### src/rtl/shwr_area_capture_pkg.sv
// Shared types and widths for the shower area capture block.
// The trigger-wide defines normally come from sde_trigger_defs.vh; defaults
// are supplied here so the package also elaborates without that header.
`ifndef ADC_WIDTH
`define ADC_WIDTH 12
`endif
`ifndef SHWR_AREA_FRAC_WIDTH
`define SHWR_AREA_FRAC_WIDTH 4
`endif
`ifndef SHWR_AREA_WIDTH
`define SHWR_AREA_WIDTH 20
`endif
`ifndef SHWR_AREA_BINS
`define SHWR_AREA_BINS 250
`endif
`ifndef SHWR_CAPTURE_DEPTH
`define SHWR_CAPTURE_DEPTH 4
`endif

package shwr_area_capture_pkg;

    localparam int ADC_W         = `ADC_WIDTH;
    localparam int FRAC_W        = `SHWR_AREA_FRAC_WIDTH;
    localparam int AREA_W        = `SHWR_AREA_WIDTH;
    localparam int AREA_BINS     = `SHWR_AREA_BINS;
    localparam int CAPTURE_DEPTH = `SHWR_CAPTURE_DEPTH;

    localparam int INTEGRAL_W = AREA_W + FRAC_W;
    localparam int BASELINE_W = ADC_W + FRAC_W;

    typedef enum logic [1:0] {
        IDLE,
        ACCUM,
        CAPTURE,
        WAIT_LOW
    } cap_state_t;

    // One captured shower result, as stored in the result FIFO.
    typedef struct packed {
        logic [INTEGRAL_W-1:0] area;
        logic [BASELINE_W-1:0] baseline;
        logic [ADC_W-1:0]      peak;
        logic                  sat;
        logic [1:0]            buf_num;
    } shwr_result_t;

endpackage

### src/rtl/shwr_area_capture_if.sv
// Integrator-side inputs, FIFO read controls and FIFO head/status outputs.
interface shwr_area_capture_if
    import shwr_area_capture_pkg::*;
#(
    parameter int DEPTH = CAPTURE_DEPTH
);
    logic                      TRIGGERED;
    logic [1:0]                BUF_NUM;
    logic [INTEGRAL_W-1:0]     INTEGRAL;
    logic [BASELINE_W-1:0]     BASELINE;
    logic [ADC_W-1:0]          PEAK;
    logic                      SATURATED;
    logic                      RD_EN;
    logic                      CLR_OVERFLOW;

    logic [INTEGRAL_W-1:0]     AREA_OUT;
    logic [BASELINE_W-1:0]     BASELINE_OUT;
    logic [ADC_W-1:0]          PEAK_OUT;
    logic                      SAT_OUT;
    logic [1:0]                BUF_NUM_OUT;
    logic                      EMPTY;
    logic                      FULL;
    logic [$clog2(DEPTH):0]    COUNT;
    logic                      OVERFLOW;

    modport master (
        output TRIGGERED, BUF_NUM, INTEGRAL, BASELINE, PEAK, SATURATED, RD_EN, CLR_OVERFLOW,
        input  AREA_OUT, BASELINE_OUT, PEAK_OUT, SAT_OUT, BUF_NUM_OUT, EMPTY, FULL, COUNT, OVERFLOW
    );

    modport slave (
        input  TRIGGERED, BUF_NUM, INTEGRAL, BASELINE, PEAK, SATURATED, RD_EN, CLR_OVERFLOW,
        output AREA_OUT, BASELINE_OUT, PEAK_OUT, SAT_OUT, BUF_NUM_OUT, EMPTY, FULL, COUNT, OVERFLOW
    );

endinterface

### src/rtl/shwr_result_fifo.sv
// Result FIFO with a registered show-ahead head and a sticky overflow flag.
// A write into a full FIFO is accepted only when a pop happens in the same cycle.
module shwr_result_fifo
    import shwr_area_capture_pkg::*;
#(
    parameter int DEPTH = CAPTURE_DEPTH
) (
    input  logic                   CLK120,
    input  logic                   RESET,
    input  logic                   wr_en_i,
    input  shwr_result_t           wr_data_i,
    input  logic                   rd_en_i,
    input  logic                   clr_overflow_i,
    output shwr_result_t           head_o,
    output logic                   empty_o,
    output logic                   full_o,
    output logic [$clog2(DEPTH):0] count_o,
    output logic                   overflow_o
);
    localparam int PTR_W = $clog2(DEPTH);
    localparam logic [PTR_W:0] FULL_CNT = (PTR_W + 1)'(DEPTH);
    localparam logic [PTR_W:0] ONE_CNT  = (PTR_W + 1)'(1);

    shwr_result_t     mem_q [DEPTH];
    logic [PTR_W-1:0] wr_ptr_q, rd_ptr_q, rd_ptr_nx;
    logic [PTR_W:0]   count_q, count_d;
    shwr_result_t     head_q, head_d;
    logic             overflow_q, overflow_d;
    logic             pop, push, drop;

    assign pop       = rd_en_i && (count_q != '0);
    assign push      = wr_en_i && ((count_q != FULL_CNT) || pop);
    assign drop      = wr_en_i && !push;
    assign rd_ptr_nx = rd_ptr_q + PTR_W'(1);

    // Next occupancy, next head entry and next overflow state.
    always_comb begin
        count_d = count_q;
        case ({push, pop})
            2'b10:   count_d = count_q + ONE_CNT;
            2'b01:   count_d = count_q - ONE_CNT;
            default: count_d = count_q;
        endcase

        // The head only moves on a pop or on the first write into an empty
        // FIFO; when the last entry is popped with no write it keeps its value.
        head_d = head_q;
        if (pop) begin
            if (count_q > ONE_CNT) begin
                head_d = mem_q[rd_ptr_nx];
            end else if (push) begin
                head_d = wr_data_i;
            end
        end else if (push && (count_q == '0)) begin
            head_d = wr_data_i;
        end

        // A drop in the same cycle as a clear leaves the flag set.
        overflow_d = overflow_q;
        if (drop) begin
            overflow_d = 1'b1;
        end else if (clr_overflow_i) begin
            overflow_d = 1'b0;
        end
    end

    // Entry storage; a full-FIFO write with a pop lands in the slot just popped.
    always_ff @(posedge CLK120) begin
        if (push) begin
            mem_q[wr_ptr_q] <= wr_data_i;
        end
    end

    // Pointers, occupancy, head register and overflow flag.
    always_ff @(posedge CLK120) begin
        if (RESET) begin
            wr_ptr_q   <= '0;
            rd_ptr_q   <= '0;
            count_q    <= '0;
            head_q     <= '0;
            overflow_q <= 1'b0;
        end else begin
            if (push) begin
                wr_ptr_q <= wr_ptr_q + PTR_W'(1);
            end
            if (pop) begin
                rd_ptr_q <= rd_ptr_nx;
            end
            count_q    <= count_d;
            head_q     <= head_d;
            overflow_q <= overflow_d;
        end
    end

    assign head_o     = head_q;
    assign count_o    = count_q;
    assign empty_o    = (count_q == '0);
    assign full_o     = (count_q == FULL_CNT);
    assign overflow_o = overflow_q;

endmodule

### src/rtl/shwr_area_capture.sv
// Captures one integrator result per shower trigger once the integration
// window and settling time have elapsed, and queues it in the result FIFO.
module shwr_area_capture
    import shwr_area_capture_pkg::*;
#(
    parameter int DEPTH  = CAPTURE_DEPTH,
    parameter int SETTLE = 2
) (
    input  logic               CLK120,
    input  logic               RESET,
    shwr_area_capture_if.slave bus
);
    // Counter value at which the integrator outputs are stable to sample.
    localparam int CAPTURE_AT = AREA_BINS + 1 + SETTLE;
    localparam int CNT_W      = $clog2(CAPTURE_AT + 1);
    localparam logic [CNT_W-1:0] LAST_ACCUM = CNT_W'(CAPTURE_AT - 1);

    cap_state_t        state_q;
    logic [CNT_W-1:0]  cnt_q;
    logic              trig_q;
    logic [1:0]        buf_num_q;
    logic              cap_wr_q;
    logic              trig_rise;
    shwr_result_t      wr_data;
    shwr_result_t      head;

    assign trig_rise = bus.TRIGGERED && !trig_q;

    // Event window sequencing: edge detect, window count, one-cycle capture.
    always_ff @(posedge CLK120) begin
        if (RESET) begin
            state_q   <= IDLE;
            cnt_q     <= '0;
            trig_q    <= 1'b0;
            buf_num_q <= '0;
            cap_wr_q  <= 1'b0;
        end else begin
            trig_q   <= bus.TRIGGERED;
            cap_wr_q <= 1'b0;
            case (state_q)
                IDLE: begin
                    if (trig_rise) begin
                        state_q   <= ACCUM;
                        cnt_q     <= CNT_W'(1);
                        buf_num_q <= bus.BUF_NUM;
                    end
                end
                ACCUM: begin
                    if (!bus.TRIGGERED) begin
                        state_q <= IDLE;
                        cnt_q   <= '0;
                    end else begin
                        cnt_q <= cnt_q + CNT_W'(1);
                        if (cnt_q == LAST_ACCUM) begin
                            state_q  <= CAPTURE;
                            cap_wr_q <= 1'b1;
                        end
                    end
                end
                CAPTURE: begin
                    state_q <= WAIT_LOW;
                    cnt_q   <= '0;
                end
                WAIT_LOW: begin
                    if (!bus.TRIGGERED) begin
                        state_q <= IDLE;
                    end
                end
                default: begin
                    state_q <= IDLE;
                    cnt_q   <= '0;
                end
            endcase
        end
    end

    assign wr_data.area     = bus.INTEGRAL;
    assign wr_data.baseline = bus.BASELINE;
    assign wr_data.peak     = bus.PEAK;
    assign wr_data.sat      = bus.SATURATED;
    assign wr_data.buf_num  = buf_num_q;

    shwr_result_fifo #(
        .DEPTH(DEPTH)
    ) u_fifo (
        .CLK120         (CLK120),
        .RESET          (RESET),
        .wr_en_i        (cap_wr_q),
        .wr_data_i      (wr_data),
        .rd_en_i        (bus.RD_EN),
        .clr_overflow_i (bus.CLR_OVERFLOW),
        .head_o         (head),
        .empty_o        (bus.EMPTY),
        .full_o         (bus.FULL),
        .count_o        (bus.COUNT),
        .overflow_o     (bus.OVERFLOW)
    );

    assign bus.AREA_OUT     = head.area;
    assign bus.BASELINE_OUT = head.baseline;
    assign bus.PEAK_OUT     = head.peak;
    assign bus.SAT_OUT      = head.sat;
    assign bus.BUF_NUM_OUT  = head.buf_num;

endmodule

### src/flat_wrapper.sv
// flat-port wrapper written by rule: the top's interface ports become plain ports
module shwr_area_capture_flat import shwr_area_capture_pkg::*;
#(
    parameter int DEPTH  = CAPTURE_DEPTH,
    parameter int SETTLE = 2
)
  (CLK120, RESET, bus_TRIGGERED, bus_BUF_NUM, bus_INTEGRAL, bus_BASELINE, bus_PEAK, bus_SATURATED, bus_RD_EN, bus_CLR_OVERFLOW, bus_AREA_OUT, bus_BASELINE_OUT, bus_PEAK_OUT, bus_SAT_OUT, bus_BUF_NUM_OUT, bus_EMPTY, bus_FULL, bus_COUNT, bus_OVERFLOW);
  shwr_area_capture_if #(.DEPTH(DEPTH)) bus_i ();
  input  logic CLK120;
  input  logic RESET;
  input wire logic [$bits(bus_i.TRIGGERED)-1:0] bus_TRIGGERED;
  input wire logic [$bits(bus_i.BUF_NUM)-1:0] bus_BUF_NUM;
  input wire logic [$bits(bus_i.INTEGRAL)-1:0] bus_INTEGRAL;
  input wire logic [$bits(bus_i.BASELINE)-1:0] bus_BASELINE;
  input wire logic [$bits(bus_i.PEAK)-1:0] bus_PEAK;
  input wire logic [$bits(bus_i.SATURATED)-1:0] bus_SATURATED;
  input wire logic [$bits(bus_i.RD_EN)-1:0] bus_RD_EN;
  input wire logic [$bits(bus_i.CLR_OVERFLOW)-1:0] bus_CLR_OVERFLOW;
  output wire logic [$bits(bus_i.AREA_OUT)-1:0] bus_AREA_OUT;
  output wire logic [$bits(bus_i.BASELINE_OUT)-1:0] bus_BASELINE_OUT;
  output wire logic [$bits(bus_i.PEAK_OUT)-1:0] bus_PEAK_OUT;
  output wire logic [$bits(bus_i.SAT_OUT)-1:0] bus_SAT_OUT;
  output wire logic [$bits(bus_i.BUF_NUM_OUT)-1:0] bus_BUF_NUM_OUT;
  output wire logic [$bits(bus_i.EMPTY)-1:0] bus_EMPTY;
  output wire logic [$bits(bus_i.FULL)-1:0] bus_FULL;
  output wire logic [$bits(bus_i.COUNT)-1:0] bus_COUNT;
  output wire logic [$bits(bus_i.OVERFLOW)-1:0] bus_OVERFLOW;
  assign bus_i.TRIGGERED = bus_TRIGGERED;
  assign bus_i.BUF_NUM = bus_BUF_NUM;
  assign bus_i.INTEGRAL = bus_INTEGRAL;
  assign bus_i.BASELINE = bus_BASELINE;
  assign bus_i.PEAK = bus_PEAK;
  assign bus_i.SATURATED = bus_SATURATED;
  assign bus_i.RD_EN = bus_RD_EN;
  assign bus_i.CLR_OVERFLOW = bus_CLR_OVERFLOW;
  assign bus_AREA_OUT = bus_i.AREA_OUT;
  assign bus_BASELINE_OUT = bus_i.BASELINE_OUT;
  assign bus_PEAK_OUT = bus_i.PEAK_OUT;
  assign bus_SAT_OUT = bus_i.SAT_OUT;
  assign bus_BUF_NUM_OUT = bus_i.BUF_NUM_OUT;
  assign bus_EMPTY = bus_i.EMPTY;
  assign bus_FULL = bus_i.FULL;
  assign bus_COUNT = bus_i.COUNT;
  assign bus_OVERFLOW = bus_i.OVERFLOW;
  shwr_area_capture #(.DEPTH(DEPTH), .SETTLE(SETTLE)) u_core (.CLK120(CLK120), .RESET(RESET), .bus(bus_i));
endmodule
### config.mk
export PLATFORM = sky130hd
export DESIGN_NAME = shwr_area_capture_flat
export DESIGN_NICKNAME = d
export VERILOG_FILES = /design/src/rtl/shwr_area_capture_pkg.sv /design/src/rtl/shwr_area_capture_if.sv /design/src/rtl/shwr_result_fifo.sv /design/src/rtl/shwr_area_capture.sv /design/src/flat_wrapper.sv
export SDC_FILE = /design/constraint.sdc
export NUM_CORES = 1
export LEC_CHECK = 0
export ABC_AREA = 1
export CORE_MARGIN = 2
export CORE_UTILIZATION = 45
export DETAILED_ROUTE_END_ITERATION = 8
export PLACE_DENSITY_LB_ADDON = 0.15
export SKIP_LAST_GASP = 1
export SLEW_MARGIN = 15
export SYNTH_ARGS = -nofsm -noshare
export SYNTH_HDL_FRONTEND = slang
export SYNTH_HIERARCHICAL = 1
export SYNTH_SLANG_ARGS = --single-unit
export TNS_END_PERCENT = 5
### constraint.sdc
create_clock -name CLK120 -period 5.56 [get_ports CLK120]
set_clock_uncertainty 0.2 [all_clocks]
set_input_delay 0.834 -clock CLK120 [delete_from_list [all_inputs] [get_ports CLK120]]
set_output_delay 0.834 -clock CLK120 [all_outputs]
set_load 0.05 [all_outputs]
==> reports/results.ini, run 1 <==
[global_routing]
antenna_found_initial = 1
grt_start_max_net_pins = 70
grt-ovfl-total = 0
grt_usage = 0.192
grt_first_pass_wirelength_um = 44200
grt_pass1_vias = 8305

[final_layout]
area_delta_synth_final_pct = 19.0
fill_cells = 2493
stdcell_count = 1793
final_util = 0.544
final_nets = 1466
drive_above_1_share = 0.0700

[hold_path]
hold_path.class = reg2reg

[detailed_routing]
first_pass_iters = 4
dr.first_iter.drc_count = 530
totalWireLength_um = 28200
vias = 8762
antenna_left = 0
viasPerCell = 4.89
drc_errors = 0
wire_per_inst_um = 15.7

[placed_design]
portBuffers = 120
pre_cts_slack_ns = 1.90
dpl.cell_count = 1735
dp_hpwl_um = 16700
gp_congestion = 0.774

[worst_setup_path]
crit_chain = inv_1 -> ha_1 -> nand2_1 -> inv_1 -> clkdlybuf4s50_1
crit_arrival_ns = 2.31
path_common_cell = inv_1
critPathSlowestCell = clkdlybuf4s50_1
cp-end-kind = primary output
worst_ep_required_time_ns = 4.53
start_kind = register
slowest_delay_ns = 0.80
worst-path-max-fanout = 7
path_class = reg2out

[clocking]
numCtsBuffers = 31
postCtsSetupBuffers = 0
ctsHoldBuffers = 0
cts_resized = 0
root_buffer = clkbuf_16
cts_tree = built
cts.path.max_buffers = 3
ctsHtreeMaxLevel = 1
clk_pin_slew_ns = 0.06
clock_sinks = 297
worstSkewPairLatency_ns = 0.55

[timing]
period_needed_ns = 3.35
setup_violations = 0
fmax_mhz = 299
drv_slew = 0
max-slew-margin-rel = 0.291
worst_pin_slew_ns = 1.06
final.setup.tns_ns = 0
hold_ws_ns = 0.261
post-route-period-util = 0.602
finalWorstSetupSlack_ns = 2.21
hold_viol = 0
rsz0062_at_grt = no

[die]
die_h_um = 172
start_util = 0.457
coreArea_um2 = 27800
io-pin-count = 121
row_count = 61
dieArea_um2 = 29600
die_w_um = 172

[yosys]
syn_nets = 1365
synth_edf_count = 220
synth-seq-cells = 297
ys.flop_type = edfxtp_1
synth_area_leaders = edfxtp_1, nand2_1, dfxtp_1
yosysMostFrequentCell = nand2_1
ys_seq_area_frac = 0.642
netlist_area_um2 = 12700
netlist_instances = 1289
yosys_warnings = 6
yosysTopAreaCellShare = 0.520
async_flop_share = 0
synth_cell_types = 36
avgSynthCellArea_um2 = 9.85
synth_top_cell_by_area = edfxtp_1
yosys-top-cells-count = nand2_1, edfxtp_1, nor2_1, inv_1, dfxtp_1

[power_and_ir_drop]
power.density_nw_per_um2 = 310
power.leakage_nw = 5.99
ir_worst_vdd_v = 0.000227

[job]
maxCapViolCount = 0

[status]
status = finished, final reports clean

registers in the layout, indices dropped and copies added, names as in the netlist, named ones only:
register and cells:
u_core/cnt_q 8, u_core/u_fifo/rd_ptr_q 2, u_core/u_fifo/wr_ptr_q 2, u_core/u_fifo/count_o 3, u_core/buf_num_q 2, u_core/state_q 1, u_core/u_fifo/overflow_o 1, u_core/u_fifo/head_o 55
u_core/trig_q 1, u_core/u_fifo/mem_q 220, u_core/cap_wr_q 1
final timing paths:
check,endpoint,cells past startpoint,start,slack (ns)
worst max-delay path,bus_FULL,5,u_core/u_fifo/count_o[0],2.21
worst min-delay path,u_core/u_fifo/head_o[16],2,u_core/u_fifo/head_o[16],0.26
worst max register to register,u_core/u_fifo/mem_q[2][13],6,u_core/u_fifo/count_o[0],2.49
worst min register to register,u_core/u_fifo/head_o[16],2,u_core/u_fifo/head_o[16],0.26
metrics by stage:
stage	area [um^2]	power, mW
global placement	14100	2.68
floorplan	12700	2.58
global route	15100	4.86
finish	15100	4.69
detailed placement	14100	2.68
CTS	15100	4.73
per-layer routing:
metal	up-vias	track usage	wire (um)	part of all wire
li1	4423	-	-	-
met1	4103	0.264	13100	0.46
met2	196	0.321	13100	0.46
met3	40	0.0284	1490	0.053
met4	0	0.0486	493	0.018
met5	-	0	0	0
cell type report:
cell class | instances | area [um^2] | share of cell area
repair buffers | 131 | 1300 | 0.0863
diodes | 1 | 2.50 | 0.000166
multi-input cells | 841 | 3820 | 0.253
clock inverters | 17 | 188 | 0.0124
inverters | 88 | 340 | 0.0225
clock buffers | 40 | 830 | 0.0549
well taps | 378 | 473 | 0.0313
flip-flops and latches | 297 | 8150 | 0.539
cell families (layout without fill, tap and decap cells):
logic type	count (synthesis)	in the layout	synth area share
simple gates	703	703	0.224
flops	297	297	0.642
buf+inv	151	276	0.0592
compound gates	118	118	0.0560
fa+ha+maj	16	16	0.0158
xor+xnor	4	4	0.00276
other cells	0	1	0
cells in the final DEF (no fill, tap or decap), types with 11 or more instances in the layout:
master / count
nand2_1: 507
edfxtp_1: 220
clkdlybuf4s50_1: 119
nor2_1: 86
inv_1: 80
nand3_1: 76
dfxtp_1: 76
o21ai_0: 37
a21oi_1: 34
clkbuf_16: 31
a22oi_1: 19
o21a_1: 19
ha_1: 16
nand2_2: 11
report_power, final:
part / leakage, nW / total, mW / switching (mW) / internal, mW
Clock: 0.493 / 2.05 / 0.823 / 1.23
Combinational: 2.90 / 0.216 / 0.128 / 0.0878
Sequential: 2.60 / 2.42 / 0.0206 / 2.40
critical path, delay by kind of cell, from the launching register on:
| kind | cells | cell delay (ns) |
|---|---|---|
| fa+ha+maj | 1 | 0.28 |
| buf+inv | 3 | 1.02 |
| simple gates | 1 | 0.08 |
| flops | 1 | 0.38 |
Power figures use the tool's default switching activity.
==> run 2: changes to the inputs <==
==> constraint.sdc (replaced) <==
create_clock -name CLK120 -period 3.4 [get_ports CLK120]
set_clock_uncertainty 0.2 [all_clocks]
set_input_delay 0.51 -clock CLK120 [delete_from_list [all_inputs] [get_ports CLK120]]
set_output_delay 0.51 -clock CLK120 [all_outputs]
set_load 0.05 [all_outputs]
==> reports/results.ini, run 2 (synthesized netlist as in run 1, its figures left out) <==
[global_routing]
grt_usage = 0.196  ; +0.00444
grt_first_pass_wirelength_um = 45400  ; +2.7%
grt_pass1_vias = 8615  ; +3.7%
grt-ovfl-total = 0  ; unchanged
grt_start_max_net_pins = 85  ; +21%
antenna_found_initial = 1  ; unchanged

[final_layout]
largest_reg_flops = 220  ; unchanged
stdcell_count = 1797  ; +0.22%
design_area_um2 = 15200  ; +0.41%
final_cell_mix = nand2_1, edfxtp_1, clkdlybuf4s50_1, nor2_1, inv_1
largest-register = u_core/u_fifo/mem_q
final_nets = 1470  ; +0.27%
area_delta_synth_final_pct = 19.5
layout_commonest_cell = nand2_1
drive_above_1_share = 0.0705  ; +0.000508

[clocking]
cts.path.max_buffers = 3  ; unchanged
clock_sinks = 297  ; unchanged
root_buffer = clkbuf_16
cts_tree = built
numCtsBuffers = 31  ; unchanged
postCtsSetupBuffers = 0  ; unchanged
ctsHoldBuffers = 0  ; unchanged
clk_pin_slew_ns = 0.06  ; about the same
ctsHtreeMaxLevel = 1  ; unchanged
worstSkewPairLatency_ns = 0.56  ; about the same
cts_resized = 0  ; unchanged

[detailed_routing]
vias = 8846  ; +0.96%
first_pass_iters = 6  ; +2
dr.first_iter.drc_count = 564  ; +6.4%
viasPerCell = 4.92  ; +0.73%
wire_per_inst_um = 16.0  ; +1.7%
totalWireLength_um = 28700  ; +2.0%
antenna_left = 0  ; unchanged
drc_errors = 0  ; unchanged

[die]
coreArea_um2 = 27800  ; unchanged
io-pin-count = 121  ; unchanged
start_util = 0.457  ; unchanged
die_w_um = 172  ; unchanged
row_count = 61  ; unchanged
dieArea_um2 = 29600  ; unchanged
die_h_um = 172  ; unchanged

[timing]
worst_pin_slew_ns = 1.13  ; +0.0653 ns
period_needed_ns = 3.02
rsz0062_at_grt = no
fmax_mhz = 331
max-slew-margin-rel = 0.248  ; -0.0429
setup_violations = 0  ; unchanged
hold_viol = 0  ; unchanged
post-route-period-util = 0.888
drv_slew = 0  ; unchanged

[worst_setup_path]
worst-path-max-fanout = 7  ; unchanged
critPathSlowestCell = clkdlybuf4s50_1
crit_chain = inv_1 -> ha_1 -> nand2_1 -> inv_1 -> clkdlybuf4s50_1
crit_arrival_ns = 2.31  ; about the same
path_class = reg2out
worst_ep_required_time_ns = 2.69  ; -1.84 ns
slowest_delay_ns = 0.80  ; about the same
start_kind = register
r2r_slack_ns = 0.86  ; -1.63 ns
path_common_cell = inv_1
cp-end-kind = primary output

[placed_design]
dp_hpwl_um = 16700  ; -0.24%
dpl.cell_count = 1739  ; +0.23%
dpl_cell_area_um2 = 14200  ; +0.43%
gp_congestion = 0.796  ; +2.9%
portBuffers = 120  ; unchanged

[power_and_ir_drop]
ir_worst_vdd_v = 0.000328  ; +44%
power.leakage_nw = 6.02  ; +0.54%
power.density_nw_per_um2 = 508  ; +64%
total_power_mw = 7.70  ; +64%

[hold_path]
hold_path.class = reg2reg

[job]
maxCapViolCount = 0  ; unchanged

[status]
status = finished, final reports clean

## run 2: cell count changes in the layout (fill, tap and decap cells not counted), sizes merged
cell           change
clkinvlp           -2
clkinv             -2
buf                +3
clkdlybuf4s50      +1
inv                -1
clkbuf             +5
## run 2: final cells by class
| cell class | count | area (um^2) |
|---|---|---|
| multi-input combinational | 841 | 3820 |
| antenna | 1 | 2.50 |
| inverter | 88 | 340 |
| fill | 2475 | 12600 |
| timing repair buffer | 135 | 1360 |
| clock buffer | 45 | 858 |
| clock inverter | 12 | 161 |
| tap | 378 | 473 |
| sequential | 297 | 8150 |
## run 2: worst paths after layout
kind                              from                       end  cells past startpoint
max           u_core/u_fifo/count_o[0]                  bus_FULL                      5
min            u_core/u_fifo/head_o[7]   u_core/u_fifo/head_o[7]                      2
max reg2reg  u_core/u_fifo/rd_ptr_q[0]  u_core/u_fifo/head_o[18]                      7
min reg2reg    u_core/u_fifo/head_o[7]   u_core/u_fifo/head_o[7]                      2
## run 2: metal layers
metal,global-route usage,part of all wire
met1,0.272,0.47
met2,0.326,0.46
met3,0.0279,0.051
met4,0.0526,0.018
met5,0,0
## run 2: per-stage QoR
stage	TNS (ns)	setup slack (ns)	hold WS [ns]	util
6_report	0	0.380	0.263	0.546
5_1_grt	0	0.254	0.292	0.546
4_1_cts	0	0.376	0.266	0.546
3_5_place_dp	0	0.681	0.256	0.509
3_3_place_gp	0	0.687	0.253	0.509
2_1_floorplan	-24.69	-0.112	0.263	-
## run 2: critical path, delay by kind of cell (launching register included)
| family | cells | cell delay [ns] |
|---|---|---|
| flip-flops | 1 | 0.37 |
| adder cells (fa/ha/maj) | 1 | 0.27 |
| buffers and inverters | 3 | 1.02 |
| AND/OR/NAND/NOR | 1 | 0.09 |
## run 2: power by group
group | switching [mW] | internal [mW]
clock | 1.35 | 2.04
sequential | 0.0349 | 3.92
combinational | 0.214 | 0.148
total | 1.59 | 6.11
